[config.mk]
export PLATFORM = sky130hd
export DESIGN_NAME = serial_paralelo
export DESIGN_NICKNAME = d
export VERILOG_FILES = /design/src/rtl/serial_paralelo.sv
export SDC_FILE = /design/constraint.sdc
export NUM_CORES = 1
export LEC_CHECK = 0
export CAP_MARGIN = 5
export CORE_MARGIN = 2
export CORE_UTILIZATION = 55
export DETAILED_ROUTE_END_ITERATION = 8
export GPL_ROUTABILITY_DRIVEN = 0
export PLACE_DENSITY = 0.91
export SETUP_SLACK_MARGIN = 0.4
export SYNTH_ARGS = -nofsm -noshare
export SYNTH_HDL_FRONTEND = slang
export SYNTH_SLANG_ARGS = --single-unit
[constraint.sdc]
create_clock -name clk_32f -period 3.4 [get_ports clk_32f]
set_input_delay 0.68 -clock clk_32f [delete_from_list [all_inputs] [get_ports clk_32f]]
set_output_delay 0.68 -clock clk_32f [all_outputs]
set_load 0.02 [all_outputs]
[src/rtl/serial_paralelo.sv]
// serial_paralelo: MSB-first serial-to-byte receiver, aligned on COM_CHAR. Rev 1.0
// Optional macro SYNC_LOSS_EN drops lock after MAX_GAP consecutive non-COM bytes.
`default_nettype none

module serial_paralelo #(
  parameter logic [7:0] COM_CHAR   = 8'hBC,
  parameter int         LOCK_COUNT = 4
`ifdef SYNC_LOSS_EN
  ,
  parameter int         MAX_GAP    = 16
`endif
) (
  input  logic       clk_32f,
  input  logic       reset,
  input  logic       in_serial,
  output logic [7:0] out_paralelo,
  output logic       valid_out,
  output logic       active
);

  typedef enum logic [1:0] {
    ST_SEARCH = 2'd0,
    ST_ALIGN  = 2'd1,
    ST_ACTIVE = 2'd2
  } state_t;

  localparam logic [3:0] LOCK_CNT = 4'(LOCK_COUNT);

  state_t     state;
  logic [6:0] sr;
  logic [2:0] bc;
  logic [3:0] com_cnt;
  logic [7:0] window;
  logic       boundary;
  logic       is_com;

  // The window includes the bit being sampled now, so a byte is usable on its 8th edge.
  assign window   = {sr, in_serial};
  assign boundary = (bc == 3'd7);
  assign is_com   = (window == COM_CHAR);

`ifdef SYNC_LOSS_EN
  localparam int               GAP_W   = $clog2(MAX_GAP + 1);
  localparam logic [GAP_W-1:0] GAP_LIM = GAP_W'(MAX_GAP);
  logic [GAP_W-1:0] gap;
`endif

  always_ff @(posedge clk_32f) begin
    if (reset) begin
      state        <= ST_SEARCH;
      sr           <= 7'd0;
      bc           <= 3'd0;
      com_cnt      <= 4'd0;
      out_paralelo <= 8'h00;
      valid_out    <= 1'b0;
      active       <= 1'b0;
`ifdef SYNC_LOSS_EN
      gap          <= '0;
`endif
    end else begin
      sr        <= window[6:0];
      bc        <= bc + 3'd1;
      valid_out <= 1'b0;
      case (state)
        ST_SEARCH: begin
          if (is_com) begin
            // Restart the bit counter so the next boundary lands 8 bits after this COM.
            bc      <= 3'd0;
            com_cnt <= 4'd1;
            if (LOCK_CNT == 4'd1) begin
              state  <= ST_ACTIVE;
              active <= 1'b1;
            end else begin
              state <= ST_ALIGN;
            end
          end
        end
        ST_ALIGN: begin
          if (boundary) begin
            if (is_com) begin
              com_cnt <= com_cnt + 4'd1;
              if (com_cnt + 4'd1 == LOCK_CNT) begin
                state  <= ST_ACTIVE;
                active <= 1'b1;
              end
            end else begin
              com_cnt <= 4'd0;
              state   <= ST_SEARCH;
            end
          end
        end
        ST_ACTIVE: begin
          if (boundary) begin
            out_paralelo <= window;
            valid_out    <= !is_com;
`ifdef SYNC_LOSS_EN
            if (is_com) begin
              gap <= '0;
            end else if (gap + GAP_W'(1) == GAP_LIM) begin
              gap     <= '0;
              com_cnt <= 4'd0;
              active  <= 1'b0;
              state   <= ST_SEARCH;
            end else begin
              gap <= gap + GAP_W'(1);
            end
`endif
          end
        end
        default: begin
          state  <= ST_SEARCH;
          active <= 1'b0;
        end
      endcase
    end
  end

endmodule

`default_nettype wire

---- After elaboration in Yosys (flattened, before gate mapping) ----
Cells that the tools add are included.
word-level totals
  bits in registers ....................... 26
  input port bits ......................... 3
operators by class
  add/subtract/negate cells ............... 2
  eq/ne operators ......................... 10
  mux-type cells .......................... 15
  bitwise gates (word level) .............. 3
  reduce and logical (&&, ||, !) cells .... 9
operators with widths
  cell                                                              count
  4-bit two-way mux                                                 3
  8-bit == test (second input constant)                             1
  2-bit two-way mux                                                 4
  2-bit != test (second input constant)                             4
  4-bit case mux with 2 select lines                                1
  4-bit AND reduction                                               2
  3-bit two-way mux                                                 2
  2-bit case mux with 3 select lines                                1
  4-bit by 1-bit adder with 4-bit output (second input constant)    1
  4-bit by 3-bit == test with 1-bit output (second input constant)  1
  3-bit by 1-bit adder with 3-bit output (second input constant)    1
  3-bit == test (second input constant)                             1
  1-bit two-way mux                                                 3
  3-bit != test (second input constant)                             1
  1-bit NOT                                                         3
  3-bit AND reduction                                               1
  3-bit OR reduction                                                1
  2-bit by 1-bit == test with 1-bit output (second input constant)  1
  2-bit == test (second input constant)                             1
  2-bit zero test                                                   1
  1-bit case mux with 2 select lines                                1
  2-bit AND reduction                                               1
  2-bit nonzero test                                                1
  2-bit OR reduction                                                1
  1-bit zero test                                                   1

---- Longest topological paths before layout ----
Gate-level depths: netlist of the first run.
  word-level depth ........................ 6
  gate-level depth with buffers ........... 6
  gate-level depth less buffers ........... 6

---- Least setup slack after synthesis of the first run ----
OpenSTA, ideal clock, no wires.
  path kind ............................... flip-flop to flip-flop
  from .................................... register bc[0]
  to ...................................... register com_cnt[2]
  setup time .............................. 0.132 ns
  data arrival time ....................... 1.292 ns
  setup slack ............................. 1.976 ns
  cell stages (with the launch flop) ...... 7
  cell sequence ........................... dfxtp_1 -> ha_1 -> ha_1 -> and2b_4 -> or2_1 -> o21ai_0 -> a21oi_1
between the ends
  cells in the longest elaborated chain, start to end .. 3
RTL lines
  item                           line  RTL
  from (decl)                    31    logic [2:0] bc;
  from (signal assigned)         62    bc <= bc + 3'd1;
  3-bit == test                  39    assign boundary = (bc == 3'd7);
  2-bit != test (no line)        --
  3-bit AND reduction (no line)  --
  to (signal assigned)           81    com_cnt <= com_cnt + 4'd1;
  to (decl)                      32    logic [3:0] com_cnt;
No other way between the ends.
A chain may end at the register's enable or synchronous reset.

---- Final worst setup path of the first run ----
  from .................................... input port reset
  to ...................................... register state[0]
RTL lines
  item                  line  RTL
  from (decl)           14    input logic reset,
  to (signal assigned)  50    state <= ST_SEARCH;
  to (signal assigned)  71    state <= ST_ACTIVE;
  to (signal assigned)  74    state <= ST_ALIGN;
  to (decl)             29    state_t state;
No word-level cell between the ends.

==> flow_summary.toml, run 1 <==
[worst_setup_path]
end_kind = "flip-flop"
worstPathMaxFanout = 23
critPathLaunchType = "input pin"
reg2reg_from = "bc[0]$_SDFF_PP0_"
cp-startpoint = "reset"
path_cells = "clkdlybuf4s50_1 -> inv_1 -> a32o_1"
worstSetupPathType = "in -> reg"
required_ns = 3.62
path_buf_inv = 2
cp_top_family = "buffers and inverters"
max_stage_delay_ns = 0.99
arrival_ns = 2.20
worst_path_max_delay_cell = "clkdlybuf4s50_1"

[clock_tree]
h-tree-depth = 1
cts_tree = "yes"
cts.sinks = 26
clk_pin_slew_worst_paths_ns = 0.13
cts_root_buf = "clkbuf_4"
clock_path_buffers = 2
clkLatencyLatePin_ns = 0.31
cts_inserted_buffers = 3
postCtsSetupRepairBufs = 0
ctsResizeCount = 0
cts_hold_buf = 0

[pwr]
power.internal_mw = 0.357
comb_power_share = 0.035
peakVddDrop_v = 0.000342
p_seq_frac = 0.693
p_sw_mw = 0.0934
powerDensity_mw_per_mm2 = 364
sw_frac_of_total = 0.207
clkPwrFrac = 0.272
leakage_nw = 0.507

[synth]
yosys_register_bits = 26
seq_area_frac_synth = 0.477
yosysUniqueCellTypes = 34
synth_area_mm2 = 0.00109
synth.avg_cell_area_um2 = 9.75
yosysWarnings = 0
synthesis.nets = 119
syn_inst = 112

[die]
die_height_um = 48.6
die_x_um = 48.6
std_cell_rows = 16
initial_core_util = 0.568
dieArea_mm2 = 0.00236
core_area_mm2 = 0.00192
io_pins = 13

[timing]
hold_violations = 0
fin_setup_tns_ns = 0
rsz0062_at_grt = "no"
timing.max_slew.rel_slack = 0.461
clock_skew_ns = 0.00671
fin_crit_sh = 0.583
worstMarginPinSlew_ns = 0.805
holdWs_ns = 0.462
fmax_mhz = 504
maxSlewViolCount = 0
min_period_ns = 1.98
finalSetupViolCount = 0

[hold_path]
hp-start = "bc[0]$_SDFF_PP0_"
min-delay-path-class = "reg -> reg"

[layout]
layout-drive-gt1-share = 0.0661
antenna_cells = 0
finalInstanceArea_mm2 = 0.00124
area_growth_pct = 13.2
nNetsFinal = 130

[run_status]
status = "complete, no violations"

[detailed_routing]
vias_per_cell = 5.51
wl_per_cell_um = 13.3
ant_nets = 0
drt_drc_violations_left = 0
wl_um = 1960
firstDrtPassIters = 4
via_count = 816
drt_iter0_drc = 14

[global_route]
grt_pass1_vias = 761
grt_overflow = 0
grt_max_degree = 24
grt.total_usage = 0.178
antenna_found_initial = 0
grt_pass1_wl_um = 3350

[placement]
numPortBuffers = 12
dp_hpwl_um = 1430
post_dp_cell_area_mm2 = 0.00121

[flow_run]
maxCapViolations = 0
## power groups by stage
stage | combinational [mW] | sequential (mW) | clock [mW]
2_1_floorplan | 0.0108 | 0.318 | 0
3_3_place_gp | 0.0146 | 0.319 | 0
3_5_place_dp | 0.0156 | 0.319 | 0
4_1_cts | 0.0157 | 0.312 | 0.127
5_1_grt | 0.0190 | 0.313 | 0.137
6_report | 0.0156 | 0.312 | 0.123
## worst reg2reg max path: cells and delay by family, from the launching register on
| family | cells | cell delay, ns |
|---|---|---|
| adder cells (fa/ha/maj) | 2 | 0.39 |
| flip-flops | 1 | 0.37 |
| multiplexers | 1 | 0.29 |
| AND/OR/NAND/NOR | 2 | 0.48 |
## cell type report
class / instances / area, um2
clock buffers: 3 / 22.5
fillers: 171 / 686
inverters: 5 / 18.8
multi-input cells: 75 / 520
flip-flops and latches: 26 / 520
well taps: 27 / 33.8
repair buffers: 12 / 120
## sequential cells by signal, indices dropped and copies added, names as in the netlist
signal / cells
sr: 7
com_cnt: 4
bc: 3
active: 1
state: 2
valid_out: 1
out_paralelo: 8
## synthesized netlist by cell type, drive strengths merged
library cell,count,area [um2]
buf,4,25.0
and4,1,8.76
o211ai,2,15.0
inv,5,18.8
nor3,2,10.0
and2,1,6.26
and4b,1,10.0
nor2,14,52.6
mux2i,8,80.1
nor2b,8,50.1
dfxtp,26,521
ha,4,50.1
o32ai,1,8.76
a21oi,5,25.0
nand4,3,18.8
nor4b,2,23.8
nand3b,2,15.0
nor4,1,6.26
xor2,1,8.76
and2b,2,18.8
o21ai,4,20.0
o21a,1,7.51
nand2,4,15.0
a41oi,2,17.5
nand3,1,5.00
or2,1,6.26
clkbuf,2,7.51
a211oi,1,12.5
a32o,1,10.0
nand2b,1,6.26
o31ai,1,12.5
## placed cells by master, fill, tap and decap left out, types with 4 or more instances in the layout
| master | Yosys | layout |
|---|---|---|
| a21oi_1 | 5 | 5 |
| ha_1 | 4 | 4 |
| nand2_1 | 4 | 4 |
| mux2i_1 | 8 | 8 |
| o21ai_0 | 4 | 4 |
| nor2_1 | 14 | 14 |
| clkdlybuf4s50_1 | 0 | 12 |
| inv_1 | 5 | 5 |
| nor2b_1 | 8 | 8 |
| dfxtp_1 | 26 | 26 |
## path summary, 6_finish.rpt
check / to / slack (ns) / cells past startpoint
setup reg to reg: out_paralelo[4]$_SDFFE_PP0P_ / 1.72 / 5
setup / recovery: state[0]$_SDFFE_PP0P_ / 1.42 / 3
hold / removal: bc[0]$_SDFF_PP0_ / 0.46 / 1
hold reg to reg: bc[0]$_SDFF_PP0_ / 0.46 / 1
## per-stage QoR
step	cells	util	worst slack, ns	power [mW]
final	148	0.643	1.42	0.450
after global routing	148	0.643	1.36	0.469
after CTS	148	0.643	1.41	0.455
after detailed placement	145	0.632	1.08	0.335
after global placement	145	0.632	1.18	0.333
after floorplan	112	-	1.98	0.329
## kinds of logic after synthesis
logic type,synth area share
simple gates,0.231
flops,0.477
buf+inv,0.0470
fa+ha+maj,0.0458
compound gates,0.118
mux,0.0733
xor+xnor,0.00802
## layer usage
| layer | track usage | vias up | share of wire |
|---|---|---|---|
| met1 | 0.227 | 388 | 0.47 |
| met5 | 0 | - | 0 |
| met2 | 0.317 | 14 | 0.49 |
| met3 | 0.0185 | 2 | 0.031 |
| met4 | 0.0571 | 0 | 0.0071 |
| li1 | - | 412 | - |
Note: power is estimated with default switching activity, not from simulation.
==> run 2, diff against run 1 <==
--- a/config.mk
+++ b/config.mk
@@ -7,10 +7,10 @@
 export LEC_CHECK = 0
 export CAP_MARGIN = 5
 export CORE_MARGIN = 2
-export CORE_UTILIZATION = 55
+export CORE_UTILIZATION = 48
 export DETAILED_ROUTE_END_ITERATION = 8
 export GPL_ROUTABILITY_DRIVEN = 0
-export PLACE_DENSITY = 0.91
+export PLACE_DENSITY = 0.85
 export SETUP_SLACK_MARGIN = 0.4
 export SYNTH_ARGS = -nofsm -noshare
 export SYNTH_HDL_FRONTEND = slang
==> constraint.sdc (replaced) <==
create_clock -name clk_32f -period 1.6 [get_ports clk_32f]
set_input_delay 0.32 -clock clk_32f [delete_from_list [all_inputs] [get_ports clk_32f]]
set_output_delay 0.32 -clock clk_32f [all_outputs]
set_load 0.02 [all_outputs]
==> flow_summary.toml, run 2 (synthesized netlist as in run 1, its figures left out) <==
[run_status]
status = "complete, no violations"

[layout]
top_register = "out_paralelo"
multi_input_comb_area_um2 = 662
top_regs = "out_paralelo (8), sr (7), com_cnt (4)"
antenna_cells = 0
stdcell_count = 163
finalInstanceArea_mm2 = 0.00147
layout-drive-gt1-share = 0.467
largest_reg_flops = 8
final_cell_mix = "17 x dfxtp_1, 14 x buf_4, 12 x nor2_1"
n_fill_cell = 164
nNetsFinal = 143
final_core_util = 0.673
final_common_cell = "dfxtp_1"
register_area_um2 = 537
area_growth_pct = 34.9

[pwr]
leakage_nw = 0.626
powerDensity_mw_per_mm2 = 706
peakVddDrop_v = 0.000583

[clock_tree]
cts_tree = "yes"
cts_root_buf = "clkbuf_4"
cts_inserted_buffers = 3
clkLatencyLatePin_ns = 0.31
clk_pin_slew_worst_paths_ns = 0.13
clock_path_buffers = 2
h-tree-depth = 1
cts.sinks = 26

[timing]
fin_crit_sh = 0.901
clock_skew_ns = 0.00102
finalSetupViolCount = 0
timing.max_slew.rel_slack = 0.775
maxSlewViolCount = 0
rsz0062_at_grt = "yes"
fmax_mhz = 694
hold_violations = 0
min_period_ns = 1.44
fin_setup_tns_ns = 0
worstMarginPinSlew_ns = 0.337

[detailed_routing]
via_count = 904
drt_iter0_drc = 22
drt_drc_violations_left = 0
wl_per_cell_um = 16.3
vias_per_cell = 5.55
wl_um = 2660
ant_nets = 0
firstDrtPassIters = 4

[placement]
dp_hpwl_um = 1600
dp_cells = 151
post_dp_cell_area_mm2 = 0.00131
numPortBuffers = 12

[die]
std_cell_rows = 17
dieArea_mm2 = 0.00267
initial_core_util = 0.499
die_height_um = 51.7
core_area_mm2 = 0.00219
io_pins = 13
die_x_um = 51.7

[worst_setup_path]
r2r_cells = 6
end_kind = "flip-flop"
worstSetupPathType = "reg -> reg"
critPathLaunchType = "flip-flop"
arrival_ns = 1.66
required_ns = 1.82
worstPathMaxFanout = 5

[global_route]
grt_pass1_vias = 899
grt_pass1_wl_um = 4170
grt_max_degree = 15
grt.total_usage = 0.213
antenna_found_initial = 0
grt_overflow = 0

[hold_path]
min-delay-path-class = "in -> reg"
hold_depth = 2

[flow_run]
maxCapViolations = 0
## run 2: changes by cell type in the layout (fill, tap and decap cells not counted), moves of 3 or more
cell / previous run / this run
buf_4: 0 / 14
clkdlybuf4s50_1: 12 / 1
dfxtp_1: 26 / 17
buf_2: 0 / 7
dfxtp_2: 0 / 7
ha_1: 4 / 0
ha_4: 0 / 3
o21ai_0: 4 / 1
## run 2: repair_timing
| item | 4_1_cts | 5_1_grt |
|---|---|---|
| cloned | 1 | 0 |
| hold buffers | 0 | 0 |
| endpoints found under the setup margin | 28 | 23 |
| gates resized for setup | 55 | 19 |
| setup buffers | 5 | 2 |
| pin swaps | 13 | 9 |
## run 2: layout make-up
class,count,share of cell area
clock buffers,4,0.0246
inverters,5,0.0127
multi-input cells,75,0.449
flip-flops and latches,26,0.364
well taps,28,0.0238
repair buffers,25,0.126
## run 2: where the power goes
| part | leakage [nW] | internal, mW | total, mW | switching (mW) |
|---|---|---|---|---|
| Clock | 0.0210 | 0.139 | 0.324 | 0.185 |
| Combinational | 0.390 | 0.0244 | 0.0514 | 0.0270 |
| Sequential | 0.215 | 0.655 | 0.666 | 0.0110 |
| Total | 0.626 | 0.819 | 1.04 | 0.223 |
## run 2: worst paths after layout
check | start | to | slack, ns
worst max-delay path | bc[0]$_SDFF_PP0_ | com_cnt[3]$_SDFFE_PP0P_ | 0.16
worst min-delay path | in_serial | sr[0]$_SDFF_PP0_ | 0.34
worst max register to register | bc[0]$_SDFF_PP0_ | com_cnt[3]$_SDFFE_PP0P_ | 0.16
worst min register to register | sr[4]$_SDFF_PP0_ | sr[5]$_SDFF_PP0_ | 0.48
## run 2: layer usage
metal  global-route usage  vias to the layer above  share of wire
li1                     -                      440              -
met1                0.239                      434           0.39
met2                0.389                       26           0.56
met3               0.0316                        4          0.037
met4                0.105                        0          0.011
met5                    0                        -              0
## run 2: metrics by stage
stage               setup WS, ns  hold slack [ns]  power [mW]
global route               0.131            0.344        1.07
floorplan                  0.268            0.392       0.703
detailed placement       -0.0635            0.424       0.721
global placement        -0.00509            0.413       0.717
finish                     0.159            0.336        1.04
CTS                        0.208            0.481        1.04
## run 2: critical path, cell delays in order, from the launching register on
cell and delay, ns:
dfxtp_2 0.38, ha_4 0.14, ha_4 0.14, and2b_4 0.21
or2_4 0.25, o21ai_2 0.13, a21oi_2 0.08
